`src/rtl/imm_gen_pipe.sv`:
```
`default_nettype none
// ============================================================================
// Module   : imm_gen_pipe
// Brief    : Pipelined immediate generator with 1-cycle latency, feeding a
//            2-entry skid buffer (OUT + SKID) under valid/ready handshakes.
//            Supports I/S/B/J/U, shamt and CSR-zimm formats at XLEN 32/64.
// Revision : 1.0 - initial release
// ============================================================================
module imm_gen_pipe #(
    parameter int WIDTH = 32,
    parameter int TAG_W = 32
) (
    input  logic             clk,
    input  logic             rst,
    input  logic             flush,
    input  logic             in_valid,
    output logic             in_ready,
    input  logic [2:0]       ImmSel,
    input  logic [31:0]      inst,
    input  logic [TAG_W-1:0] in_tag,
    output logic             out_valid,
    input  logic             out_ready,
    output logic [WIDTH-1:0] out_imm,
    output logic [TAG_W-1:0] out_tag,
    output logic             out_illegal
);

    localparam logic [2:0] c_SEL_I     = 3'b000;
    localparam logic [2:0] c_SEL_S     = 3'b001;
    localparam logic [2:0] c_SEL_B     = 3'b010;
    localparam logic [2:0] c_SEL_J     = 3'b011;
    localparam logic [2:0] c_SEL_U     = 3'b100;
    localparam logic [2:0] c_SEL_SHAMT = 3'b101;
    localparam logic [2:0] c_SEL_ZIMM  = 3'b110;

    logic [31:0]      w_base;
    logic             w_ill;
    logic [WIDTH-1:0] w_imm;
    logic             w_unused;
    logic             w_accept;
    logic             w_drain;

    logic             r_out_valid;
    logic [WIDTH-1:0] r_out_imm;
    logic [TAG_W-1:0] r_out_tag;
    logic             r_out_ill;

    logic             r_skid_valid;
    logic [WIDTH-1:0] r_skid_imm;
    logic [TAG_W-1:0] r_skid_tag;
    logic             r_skid_ill;

    // The opcode field never contributes to any immediate.
    assign w_unused = ^inst[6:0];

    // Decode the 32-bit form of the immediate; sign-extending formats are
    // already extended to 32 bits here, zero-extending ones have zero tops.
    always_comb begin
        w_base = 32'd0;
        w_ill  = 1'b0;
        case (ImmSel)
            c_SEL_I:     w_base = {{20{inst[31]}}, inst[31:20]};
            c_SEL_S:     w_base = {{20{inst[31]}}, inst[31:25], inst[11:7]};
            c_SEL_B:     w_base = {{19{inst[31]}}, inst[31], inst[7], inst[30:25], inst[11:8], 1'b0};
            c_SEL_J:     w_base = {{11{inst[31]}}, inst[31], inst[19:12], inst[20], inst[30:21], 1'b0};
            c_SEL_U:     w_base = {inst[31:12], 12'd0};
            // RV64 shift amounts carry a sixth bit in inst[25].
            c_SEL_SHAMT: w_base = {26'd0, (WIDTH == 64) ? inst[25] : 1'b0, inst[24:20]};
            c_SEL_ZIMM:  w_base = {27'd0, inst[19:15]};
            default: begin
                w_base = 32'd0;
                w_ill  = 1'b1;
            end
        endcase
    end

    generate
        if (WIDTH == 64) begin : g_xlen64
            // Only I/S/B/J/U (selects 0..4) carry their sign into the upper word.
            logic w_sx;
            assign w_sx  = (ImmSel <= c_SEL_U);
            assign w_imm = {{32{w_sx & w_base[31]}}, w_base};
        end else begin : g_xlen32
            assign w_imm = w_base;
        end
    endgenerate

    // Ready only depends on registered state so downstream ready never
    // reaches upstream through a combinational path.
    assign in_ready = !r_skid_valid && !rst;
    assign w_accept = in_valid && in_ready;
    assign w_drain  = r_out_valid && out_ready;

    // OUT/SKID slot update: reset, then flush, then normal move/load/hold.
    always_ff @(posedge clk) begin
        if (rst) begin
            r_out_valid  <= 1'b0;
            r_out_imm    <= '0;
            r_out_tag    <= '0;
            r_out_ill    <= 1'b0;
            r_skid_valid <= 1'b0;
            r_skid_imm   <= '0;
            r_skid_tag   <= '0;
            r_skid_ill   <= 1'b0;
        end else if (flush) begin
            r_out_valid  <= 1'b0;
            r_skid_valid <= 1'b0;
        end else if (!r_out_valid || w_drain) begin
            if (r_skid_valid) begin
                // SKID holds the older entry; it moves up first.
                r_out_valid  <= 1'b1;
                r_out_imm    <= r_skid_imm;
                r_out_tag    <= r_skid_tag;
                r_out_ill    <= r_skid_ill;
                r_skid_valid <= 1'b0;
            end else if (w_accept) begin
                r_out_valid <= 1'b1;
                r_out_imm   <= w_imm;
                r_out_tag   <= in_tag;
                r_out_ill   <= w_ill;
            end else begin
                r_out_valid <= 1'b0;
            end
        end else if (w_accept) begin
            // OUT stalled: park the new entry in SKID.
            r_skid_valid <= 1'b1;
            r_skid_imm   <= w_imm;
            r_skid_tag   <= in_tag;
            r_skid_ill   <= w_ill;
        end
    end

    assign out_valid   = r_out_valid;
    assign out_imm     = r_out_imm;
    assign out_tag     = r_out_tag;
    assign out_illegal = r_out_ill;

endmodule
`default_nettype wire

```
`config.mk`:
```
export PLATFORM = sky130hd
export DESIGN_NAME = imm_gen_pipe
export DESIGN_NICKNAME = d
export VERILOG_FILES = /design/src/rtl/imm_gen_pipe.sv
export SDC_FILE = /design/constraint.sdc
export NUM_CORES = 1
export LEC_CHECK = 0
export BUFFER_PORTS_ARGS = -buffer_cell sky130_fd_sc_hd__buf_2
export CORE_MARGIN = 4
export CORE_UTILIZATION = 59
export CTS_BUF_LIST = sky130_fd_sc_hd__clkbuf_8
export CTS_CLUSTER_DIAMETER = 100
export CTS_CLUSTER_SIZE = 8
export DETAILED_ROUTE_END_ITERATION = 16
export PLACE_DENSITY_LB_ADDON = 0.1
export SLEW_MARGIN = 20
export SYNTH_ARGS = -nofsm -noshare
export SYNTH_HDL_FRONTEND = slang
export SYNTH_SLANG_ARGS = --single-unit
```
`constraint.sdc`:
```
create_clock -name clk -period 4.27 [get_ports clk]
set_input_delay 0.2135 -clock clk [delete_from_list [all_inputs] [get_ports clk]]
set_output_delay 0.2135 -clock clk [all_outputs]
set_load 0.005 [all_outputs]
```
==> reports/qor.txt, run 1 <==
Worst Path Required -> 4.58 ns
Top area cells in the synthesized netlist -> dfxtp_1, a211oi_1, a21oi_1
Net Sw Frac -> 25.57%
Synthesized flop and latch total -> 132
# rows -> 35
Postcts setup bufs -> 0
Die Span Y -> 106.1 um
Hold Startpoint -> in_tag[7]
Pint -> 1.904 mW
Top cell type by total area after synthesis -> dfxtp_1
Wirelength per Cell -> 15.54 um
Reg2reg start -> r_skid_valid
Finish-stage setup viols -> 0
Post-route DRC violation count -> 0
CP startpoint -> r_skid_valid
Fin area -> 0.006715 mm2
Clk Latency, worst-skew pair -> 0.41 ns
Final worst path period share -> 53.27%
H-tree levels -> 4
Clock root buffer -> clkbuf_8
Clock Sinks -> 132
Synth Warn # -> 0
Number of fill cells in the layout -> 758
Hold Crit Class -> in -> reg
First-pass GRT wire length -> 23.15 mm
Post-Syn Area -> 0.005680 mm2
GRT Total Usage -> 24.79%
Max Clk Rate -> 439.6 MHz
Clock Tree Buf Depth -> 2
Max-cap violations -> 0
Status -> finished clean
Cell variety after synth -> 35
Starting Density -> 60.90%
Clock power frac -> 40.7%
IO buf count -> 131
Hold bufs inserted after CTS -> 0
Most common cell after layout, fill and taps aside -> dfxtp_1
Maximum VDD drop -> 0.2358 mV
Fin crit period -> 2.275 ns
Chip width -> 106.1 um
RSZ-0062 raised after global routing -> no
Ports -> 139
Highest-count cells in the layout ignoring fill and taps -> dfxtp_1, buf_2, nand2_1
Hold path cells -> 3
Post-route ant nets -> 0
Pwr/cell area -> 381.1 mW/mm2
TritonCTS clock tree -> built
Via count -> 5103
Mapped Nets -> 734
CP cell instances -> o211a_4 > nand2_1 > o211ai_1
GRT overflow -> 0
Crit path kind -> reg -> reg
Vias in the first global route -> 4860
R2R depth -> 3
Final Hold Viols -> 0
GPL Wtd Cong -> 0.8592
Startpoint Class -> flip-flop
Crit-path slowest cell -> dfxtp_4
Pleak -> 2.464 nW
Avg Cell Area, Syn -> 8.581 um2
Sequential share of the synthesized area -> 46.52%
Setup TNS -> 0 ns
Via density per instance -> 5.702
Number of DRC violations after detailed-routing iteration 0 -> 218
ANT cells -> 0
Placed Area -> 0.006319 mm2
Post-Synthesis Cells -> 662
Largest net degree at the start of global routing -> 82
First-pass detailed-route iteration total -> 4
Sw Pwr -> 654.4 uW
Clock Skew -> 0.008277 ns
Initial antenna violation count -> 0
Final Util -> 71.99%
CP bufs+invs -> 0
CP Depth -> 3
Worst stage delay on the critical path -> 0.71 ns
Post-cts sizing count -> 0
Worst-path clk slew -> 0.08 ns
Core box area -> 0.009328 mm2
Critical path's top delay family -> compound AO/OA/AOI/OAI gates
Final net count -> 826
TritonCTS Buffers -> 17
Max-slew violations -> 0
Hpwl dp -> 9.099 mm
CP arrival -> 2.59 ns
Final Hold Slack -> 0.04357 ns
Slew margin rel. -> 45.59%
Sequential share of power -> 49.9%
Worst Tran Pin Value -> 0.8161 ns
Top-area cell type share of the netlist area -> 46.52%
Die area -> 0.01126 mm2
Crit end category -> flip-flop
CP Max Fanout -> 54
Layout cell share with drive strength beyond 1 -> 23.50%
Comb power frac -> 9.4%
Area Overhead vs Synth -> 18.22%
DRT Wirelength -> 13.91 mm
==> synthesized netlist by cell type, drive strengths merged <==
cell type,number
dfxtp,132
nand2,89
a21oi,80
nor2,78
a211oi,65
clkbuf,48
mux2i,37
buf,19
nand3b,19
o211ai,14
nand4b,13
a211o,11
nor3,8
nor3b,7
o22a,7
nor2b,6
a22oi,5
mux2,5
and2,3
inv,2
nand2b,2
nor4,2
a22o,1
a31oi,1
nand3,1
o211a,1
o21ai,1
o21bai,1
o311a,1
or3,1
or4,1
xor2,1
==> worst paths after layout <==
check	end	slack, ns
setup / recovery	out_imm[3]	2.00
hold / removal	r_skid_tag[7]	0.04
setup reg to reg	out_imm[3]	2.00
hold reg to reg	out_imm[26]	0.45
==> layer usage <==
layer | vias to the layer above | wire length [um] | global-route usage (%)
li1 | 2544 | - | -
met1 | 2406 | 6048 | 31.99
met2 | 138 | 6825 | 40.95
met3 | 15 | 870 | 7.104
met4 | 0 | 162 | 6.198
met5 | - | 0 | 0
==> state kept, by name, summed over array words and instances (netlist names) <==
name / count
out_illegal: 1
out_tag: 32
r_skid_valid: 1
r_skid_imm: 32
out_valid: 1
out_imm: 32
r_skid_tag: 32
r_skid_ill: 1
==> cell families after synthesis <==
kind of cell / synth area share [%]
buffers and inverters: 4.868
AND/OR/NAND/NOR: 19.05
flip-flops: 46.52
AO/OA/AOI/OAI: 21.76
multiplexers: 7.511
XOR/XNOR: 0.2864
==> through the flow <==
| stage | cells | setup WS, ns | total power, mW |
|---|---|---|---|
| 6_report | 895 | 1.995 | 2.559 |
| 5_1_grt | 895 | 1.785 | 2.672 |
| 4_1_cts | 895 | 2.016 | 2.575 |
| 3_5_place_dp | 864 | 1.950 | 1.545 |
| 3_3_place_gp | 864 | 1.985 | 1.537 |
| 2_1_floorplan | 662 | 2.658 | 1.448 |
==> worst register-to-register path, cell delays in order (launching register included) <==
cell	delay, ns
dfxtp_4	0.71
o211a_4	0.67
nand2_1	0.48
o211ai_1	0.32
==> layout make-up <==
class	count	area, um2	share of cell area (%)
multi-input combinational	461	2778	41.36
tap	129	161.4	2.404
timing repair buffer	140	725.7	10.81
clock buffer	18	247.7	3.689
sequential	132	2646	39.41
inverter	2	7.507	0.1118
clock inverter	13	148.9	2.217
==> power groups by stage <==
| stage | Clock (mW) | Combinational, mW | Sequential (mW) |
|---|---|---|---|
| after global routing | 1.12 | 0.266 | 1.28 |
| final | 1.04 | 0.240 | 1.28 |
| after detailed placement | 0 | 0.240 | 1.31 |
| after floorplan | 0 | 0.142 | 1.31 |
| after CTS | 1.06 | 0.241 | 1.28 |
| after global placement | 0 | 0.233 | 1.30 |
Note: power is estimated with default switching activity, not from simulation.
==> run 2, diff against run 1 <==
ABC_AREA = 1   (was default)
CORE_UTILIZATION = 50   (was 59)
clock period = 1.94 ns   (was 4.27 ns; I/O delays follow)
==> reports/qor.txt, run 2 <==
Clock Skew -> 0.007236 ns (was 0.008277 ns)
Total power -> 5.841 mW (was 2.559 mW)
Hold EP -> out_imm[16] (was r_skid_tag[7])
Highest-count cells in the layout ignoring fill and taps -> nor2_1, nand2_1, buf_2, dfxtp_1, o21ai_0 (was dfxtp_1, buf_2, nand2_1)
R2R depth -> 6 (was 3)
Largest net degree at the start of global routing -> 73 (was 82)
Clk Latency, worst-skew pair -> 0.43 ns (was 0.41 ns)
Most common cell after layout, fill and taps aside -> nor2_1 (was dfxtp_1)
Sw Pwr -> 1.448 mW (was 654.4 uW)
Number of fill cells in the layout -> 986 (was 758)
Clock power frac -> 41.2% (was 40.7%)
Pwr/cell area -> 812.6 mW/mm2 (was 381.1 mW/mm2)
Sequential share of the synthesized area -> 47.09% (was 46.52%)
Area Overhead vs Synth -> 28.09% (was 18.22%)
Top area cells in the synthesized netlist -> dfxtp_1, nor2_1, nand2_1 (was dfxtp_1, a211oi_1, a21oi_1)
TritonCTS Buffers -> 17 (unchanged)
Core box area -> 0.01094 mm2 (was 0.009328 mm2)
Hold path cells -> 5 (was 3)
GRT overflow -> 0 (unchanged)
Cell with the most instances after synthesis -> nor2_1 (was dfxtp_1)
CP Max Fanout -> 3 (was 54)
CP startpoint -> rst (was r_skid_valid)
TritonCTS clock tree -> built (unchanged)
GRT Total Usage -> 24.13% (was 24.79%)
Via count -> 5868 (was 5103)
Max-cap violations -> 0 (unchanged)
Comb power frac -> 10.4% (was 9.4%)
Via density per instance -> 5.235 (was 5.702)
Initial antenna violation count -> 0 (unchanged)
Fin crit period -> 1.784 ns
RSZ-0062 raised after global routing -> no (unchanged)
Asr flop ratio synth -> 0% (unchanged)
First-pass GRT wire length -> 25.76 mm (was 23.15 mm)
Final worst path period share -> 91.95%
DRT Wirelength -> 15.47 mm (was 13.91 mm)
Status -> finished clean (unchanged)
Worst stage delay on the critical path -> 0.56 ns (was 0.71 ns)
Startpoint Class -> input port (was flip-flop)
Setup TNS -> 0 ns (unchanged)
Avg Cell Area, Syn -> 6.885 um2 (was 8.581 um2)
CP cell instances -> dlygate4sd3_1 > buf_2 > nor2_1 > nand2_1 > dlygate4sd3_1 > nand2_1 > dlygate4sd3_1 (was o211a_4 > nand2_1 > o211ai_1)
Ports -> 139 (unchanged)
Worst Tran Pin Value -> 0.5526 ns (was 0.8161 ns)
Reg2reg start -> out_valid (was r_skid_valid)
# rows -> 38 (was 35)
First-pass detailed-route iteration total -> 5 (was 4)
Crit end category -> flip-flop (unchanged)
Number of DRC violations after detailed-routing iteration 0 -> 427 (was 218)
Post-synth top cells -> nor2_1, nand2_1, dfxtp_1 (was dfxtp_1, nand2_1, a21oi_1)
Pleak -> 3.553 nW (was 2.464 nW)
CP bufs+invs -> 4 (was 0)
GPL Wtd Cong -> 0.8699 (was 0.8592)
Post-route DRC violation count -> 0 (unchanged)
Final net count -> 1040 (was 826)
Post-Synth XOR/XNOR Area -> 0% (was 0.2863%)
Mux cell area share after synthesis -> 0.1784% (was 7.511%)
Post-Synthesis Cells -> 815 (was 662)
Clock Sinks -> 132 (unchanged)
Top cell type by total area after synthesis -> dfxtp_1 (unchanged)
Adder-cell share of the synthesized area -> 0% (unchanged)
Cell variety after synth -> 21 (was 35)
Wirelength per Cell -> 13.80 um (was 15.54 um)
ANT cells -> 0 (unchanged)
Synth Warn # -> 0 (unchanged)
IO buf count -> 131 (unchanged)
Hold Crit Class -> in -> reg (unchanged)
Pint -> 4.393 mW (was 1.904 mW)
Crit path kind -> in -> reg (was reg -> reg)
Synthesized flop and latch total -> 132 (unchanged)
Crit-path slowest cell -> dlygate4sd3_1 (was dfxtp_4)
Post-synth EDFFs -> 0 (unchanged)
Clock root buffer -> clkbuf_8 (unchanged)
Vias in the first global route -> 5558 (was 4860)
Slew margin rel. -> 62.92% (was 45.59%)
Mapped Nets -> 887 (was 734)
Hold Startpoint -> inst[16] (was in_tag[7])
Max-slew violations -> 0 (unchanged)
Most frequent CP cell -> dlygate4sd3_1
Clock Tree Buf Depth -> 2 (unchanged)
Net Sw Frac -> 24.79% (was 25.57%)
Synth Area in Compound Gates -> 18.06% (was 21.76%)
Finish-stage setup viols -> 0 (unchanged)
Worst-path clk slew -> 0.08 ns (about the same)
Hpwl dp -> 9.363 mm (was 9.099 mm)
Chip width -> 113.9 um (was 106.1 um)
R2R setup slack -> 0.17 ns (was 2.00 ns)
Die area -> 0.01298 mm2 (was 0.01126 mm2)
Worst r2r dst -> out_valid (was out_imm[3])
Critical path's top delay family -> buffers and inverters (was compound AO/OA/AOI/OAI gates)
Sequential share of power -> 48.4% (was 49.9%)
Final Hold Viols -> 0 (unchanged)
H-tree levels -> 4 (unchanged)
CP arrival -> 2.17 ns (was 2.59 ns)
Largest family of logic cells by synthesized area -> simple AND/OR/NAND/NOR gates (was compound AO/OA/AOI/OAI gates)
Maximum VDD drop -> 0.4204 mV (was 0.2358 mV)
Starting Density -> 51.32% (was 60.90%)
Die Span Y -> 113.9 um (was 106.1 um)
Post-Syn Area -> 0.005612 mm2 (was 0.005680 mm2)
Top_reg_cell synth -> dfxtp_1 (unchanged)
Layout cell share with drive strength beyond 1 -> 19.16% (was 23.50%)
Max Clk Rate -> 560.6 MHz
Worst Path Required -> 2.32 ns (was 4.58 ns)
Simple-gate share of the synthesized area -> 28.67% (was 19.05%)
Top-area cell type share of the netlist area -> 47.09% (was 46.52%)
Final Util -> 65.73% (was 71.99%)
Post-route ant nets -> 0 (unchanged)
[run 2: changes by cell type after synthesis, moves of 13 or more]
cell	change
nand4b_1	-13
a211oi_1	-65
mux2i_1	-36
o21ai_0	+121
nor2_1	+118
clkbuf_1	-15
nand3b_1	-19
nand2_1	+90
o211ai_1	-13
o21ai_1	+15
nand3_1	+20
a21oi_1	-16
[run 2: stage by stage]
stage | instance area (um2) | cells | hold slack [ns] | setup WS [ns]
3_5_place_dp | 6286 | 1041 | 0.3472 | 0.4755
5_1_grt | 7188 | 1121 | 0.02211 | 0.03783
3_3_place_gp | 6286 | 1041 | 0.3347 | 0.4933
2_1_floorplan | 5612 | 815 | 0.2125 | 0.5698
4_1_cts | 7186 | 1121 | 0.002156 | 0.1627
6_report | 7188 | 1121 | 0.03769 | 0.1563
[run 2: cell type report]
class	count	area [um2]	area share, %
inverters	11	41.29	0.5744
multi-input cells	612	2635	36.66
well taps	140	175.2	2.437
repair buffers	194	1274	17.72
clock inverters	13	157.7	2.193
clock buffers	19	261.5	3.638
flip-flops and latches	132	2644	36.78
[run 2: power groups by stage]
stage | Clock [mW] | Combinational, mW | Sequential (mW)
2_1_floorplan | 0 | 0.287 | 2.89
3_3_place_gp | 0 | 0.520 | 2.89
3_5_place_dp | 0 | 0.528 | 2.89
4_1_cts | 2.45 | 0.603 | 2.83
5_1_grt | 2.58 | 0.682 | 2.84
6_report | 2.41 | 0.608 | 2.83
[run 2: cell families after synthesis]
kind of cell / after synthesis
flops: 132
buf+inv: 71
simple gates: 409
compound gates: 202
mux: 1
[run 2: routing by layer]
| metal | share of wire [%] | wire [um] | vias to the layer above | global-route usage (%) |
|---|---|---|---|---|
| met5 | 0 | 0 | - | 0 |
| met4 | 1.5 | 236 | 0 | 9.818 |
| met3 | 6.9 | 1073 | 20 | 4.828 |
| met2 | 47 | 7297 | 220 | 39.62 |
| met1 | 44 | 6857 | 2670 | 31.10 |
| li1 | - | - | 2958 | - |
[run 2: worst max-delay path by stage]
stage	cells past startpoint	endpoint	slack, ns
global placement	7	r_skid_imm[8]	0.49
floorplan	9	out_imm[14]	0.57
CTS	6	out_valid	0.16
finish	7	out_valid	0.16
detailed placement	7	r_skid_imm[10]	0.48
global route	6	out_valid	0.04
[run 2: timing repair]
item	in CTS	in global routing
setup endpoints to repair	0	1
hold buffers	48	0
setup buffers	0	0
hold endpoints to repair	52	0
resized for setup	0	1
[run 2: worst min-delay path: stages]
cell and delay (ns):
buf_2 0.11, nand2_1 0.06, nand2_1 0.06, nand2_1 0.06, a21oi_1 0.05
==> run 3, diff against run 2 <==
CORE_UTILIZATION = 48   (was 50)
CTS_BUF_LIST = sky130_fd_sc_hd__clkbuf_8 sky130_fd_sc_hd__clkbuf_16   (was sky130_fd_sc_hd__clkbuf_8)
clock period = 1.6 ns   (was 1.94 ns; I/O delays follow)
==> reports/qor.txt, run 3 (synthesis results as in run 2) <==
Status -> finished clean (unchanged)
Clock Sinks -> 132 (unchanged)
Wirelength per Cell -> 14.36 um (was 13.80 um)
GRT Total Usage -> 23.04% (was 24.13%)
CP cell instances -> inv_1 > nor2_4 > inv_2 > nor3_4 > inv_4 > clkbuf_16 > a21oi_1 > nor2_1 (was dlygate4sd3_1 > buf_2 > nor2_1 > nand2_1 > dlygate4sd3_1 > nand2_1 > dlygate4sd3_1)
Maximum VDD drop -> 0.6569 mV (was 0.4204 mV)
Pwr/cell area -> 1095 mW/mm2 (was 812.6 mW/mm2)
# rows -> 39 (was 38)
DRT Wirelength -> 16.18 mm (was 15.47 mm)
Final net count -> 1043 (was 1040)
Layout cell share with drive strength beyond 1 -> 20.22% (was 19.16%)
First-pass GRT wire length -> 25.07 mm (was 25.76 mm)
Via count -> 5947 (was 5868)
TritonCTS Buffers -> 17 (unchanged)
Chip width -> 116.1 um (was 113.9 um)
Largest net degree at the start of global routing -> 76 (was 73)
Die area -> 0.01349 mm2 (was 0.01298 mm2)
First-pass detailed-route iteration total -> 5 (unchanged)
Hold Crit Class -> in -> reg (unchanged)
Startpoint Class -> flip-flop (was input port)
Die Span Y -> 116.1 um (was 113.9 um)
Highest-count cells in the layout ignoring fill and taps -> nor2_1, nand2_1, buf_2, dfxtp_1, o21ai_0 (unchanged)
Slew margin rel. -> 70.67% (was 62.92%)
Ports -> 139 (unchanged)
Number of fill cells in the layout -> 1023 (was 986)
Total power -> 8.260 mW (was 5.841 mW)
CP arrival -> 1.81 ns (was 2.17 ns)
Core box area -> 0.01142 mm2 (was 0.01094 mm2)
Most common cell after layout, fill and taps aside -> nor2_1 (unchanged)
Worst Tran Pin Value -> 0.4400 ns (was 0.5526 ns)
GRT overflow -> 0 (unchanged)
Post-route DRC violation count -> 0 (unchanged)
RSZ-0062 raised after global routing -> yes (was no)
Post-route ant nets -> 0 (unchanged)
H-tree levels -> 4 (unchanged)
CP Max Fanout -> 20 (was 3)
ANT cells -> 0 (unchanged)
Worst stage delay on the critical path -> 0.33 ns (was 0.56 ns)
Pleak -> 3.733 nW (was 3.553 nW)
Starting Density -> 49.15% (was 51.32%)
Max Clk Rate -> 659.7 MHz
Hpwl dp -> 9.469 mm (was 9.363 mm)
Crit path kind -> reg -> reg (was in -> reg)
Area Overhead vs Synth -> 34.36% (was 28.09%)
Clock root buffer -> clkbuf_16 (was clkbuf_8)
Crit end category -> flip-flop (unchanged)
Fin crit period -> 1.516 ns
Clock Skew -> 0.006773 ns (was 0.007236 ns)
Final Hold Slack -> 0.01973 ns (was 0.03769 ns)
Worst Path Required -> 1.90 ns (was 2.32 ns)
Number of DRC violations after detailed-routing iteration 0 -> 421 (was 427)
TritonCTS clock tree -> built (unchanged)
Crit-path slowest cell -> nor3_4 (was dlygate4sd3_1)
Max-slew violations -> 0 (unchanged)
Clock Tree Buf Depth -> 2 (unchanged)
Final worst path period share -> 94.74%
GPL Wtd Cong -> 0.9554 (was 0.8699)
Final Hold Viols -> 0 (unchanged)
Initial antenna violation count -> 0 (unchanged)
Via density per instance -> 5.277 (was 5.235)
Worst-path clk slew -> 0.06 ns (was 0.08 ns)
Clk Latency, worst-skew pair -> 0.41 ns (was 0.43 ns)
Finish-stage setup viols -> 0 (unchanged)
R2R setup slack -> 0.08 ns (was 0.17 ns)
Max-cap violations -> 0 (unchanged)
IO buf count -> 131 (unchanged)
Vias in the first global route -> 5474 (was 5558)
[run 3: cell types whose count changed in the layout (fill, tap and decap cells not counted), moves of 2 or more]
cell | previous run | this run
clkbuf_16 | 0 | 21
clkinvlp_4 | 4 | 2
clkinv_4 | 2 | 4
buf_6 | 0 | 3
clkinv_2 | 4 | 2
clkbuf_8 | 19 | 1
inv_4 | 0 | 2
buf_12 | 2 | 5
dlygate4sd3_1 | 48 | 40
[run 3: report_power, final]
group | leakage (nW) | internal, mW | total [mW] | switching (mW)
Clock | 0.308 | 2.64 | 4.08 | 1.44
Sequential | 1.07 | 3.39 | 3.43 | 0.0458
Combinational | 2.35 | 0.334 | 0.748 | 0.414
[run 3: stage by stage]
step	util (%)	instance area [um2]	instances	TNS [ns]	setup slack (ns)
2_1_floorplan	-	5612	815	0	0.2298
3_3_place_gp	55.63	6352	1049	0	0.1625
3_5_place_dp	55.63	6352	1049	0	0.1086
4_1_cts	64.63	7380	1121	0	0.07786
5_1_grt	66.03	7540	1127	-0.08618	-0.02290
6_report	66.03	7540	1127	0	0.08419
[run 3: cell type report]
type / instances / area (um2) / share of cell area [%]
inverters: 11 / 46.29 / 0.6140
clock buffers: 18 / 439.2 / 5.825
flip-flops and latches: 132 / 2644 / 35.06
clock inverters: 14 / 187.7 / 2.489
well taps: 143 / 178.9 / 2.373
repair buffers: 197 / 1395 / 18.50
multi-input cells: 612 / 2649 / 35.13
[run 3: worst paths after layout]
kind                                  start             to  cells past startpoint
worst max register to register    out_valid  r_skid_imm[6]                      8
worst max-delay path              out_valid  r_skid_imm[6]                      8
worst min-delay path               inst[14]    out_imm[14]                      5
worst min register to register  out_tag[24]    out_tag[24]                      2
[run 3: metal layers]
metal | share of wire, % | up-vias | wire (um) | global-route usage [%]
met4 | 2.2 | 0 | 355 | 9.358
met5 | 0 | - | 0 | 0
met1 | 44 | 2693 | 7149 | 29.94
met3 | 7.4 | 31 | 1190 | 3.834
met2 | 46 | 257 | 7487 | 38.28
li1 | - | 2966 | - | -
[run 3: critical path, delay by kind of cell, from the launching register on]
family | cells | cell delay (ns)
AOI/OAI and AO/OA | 1 | 0.12
and+or+nand+nor | 3 | 0.51
DFF | 1 | 0.32
buffers and inverters | 4 | 0.46
[run 3: timing repair]
action                     in CTS  in global routing
hold buffers                   40                  0
setup endpoints to repair       0                 65
hold endpoints to repair       39                  0
buffers inserted                0                  2
resized for setup               0                 13
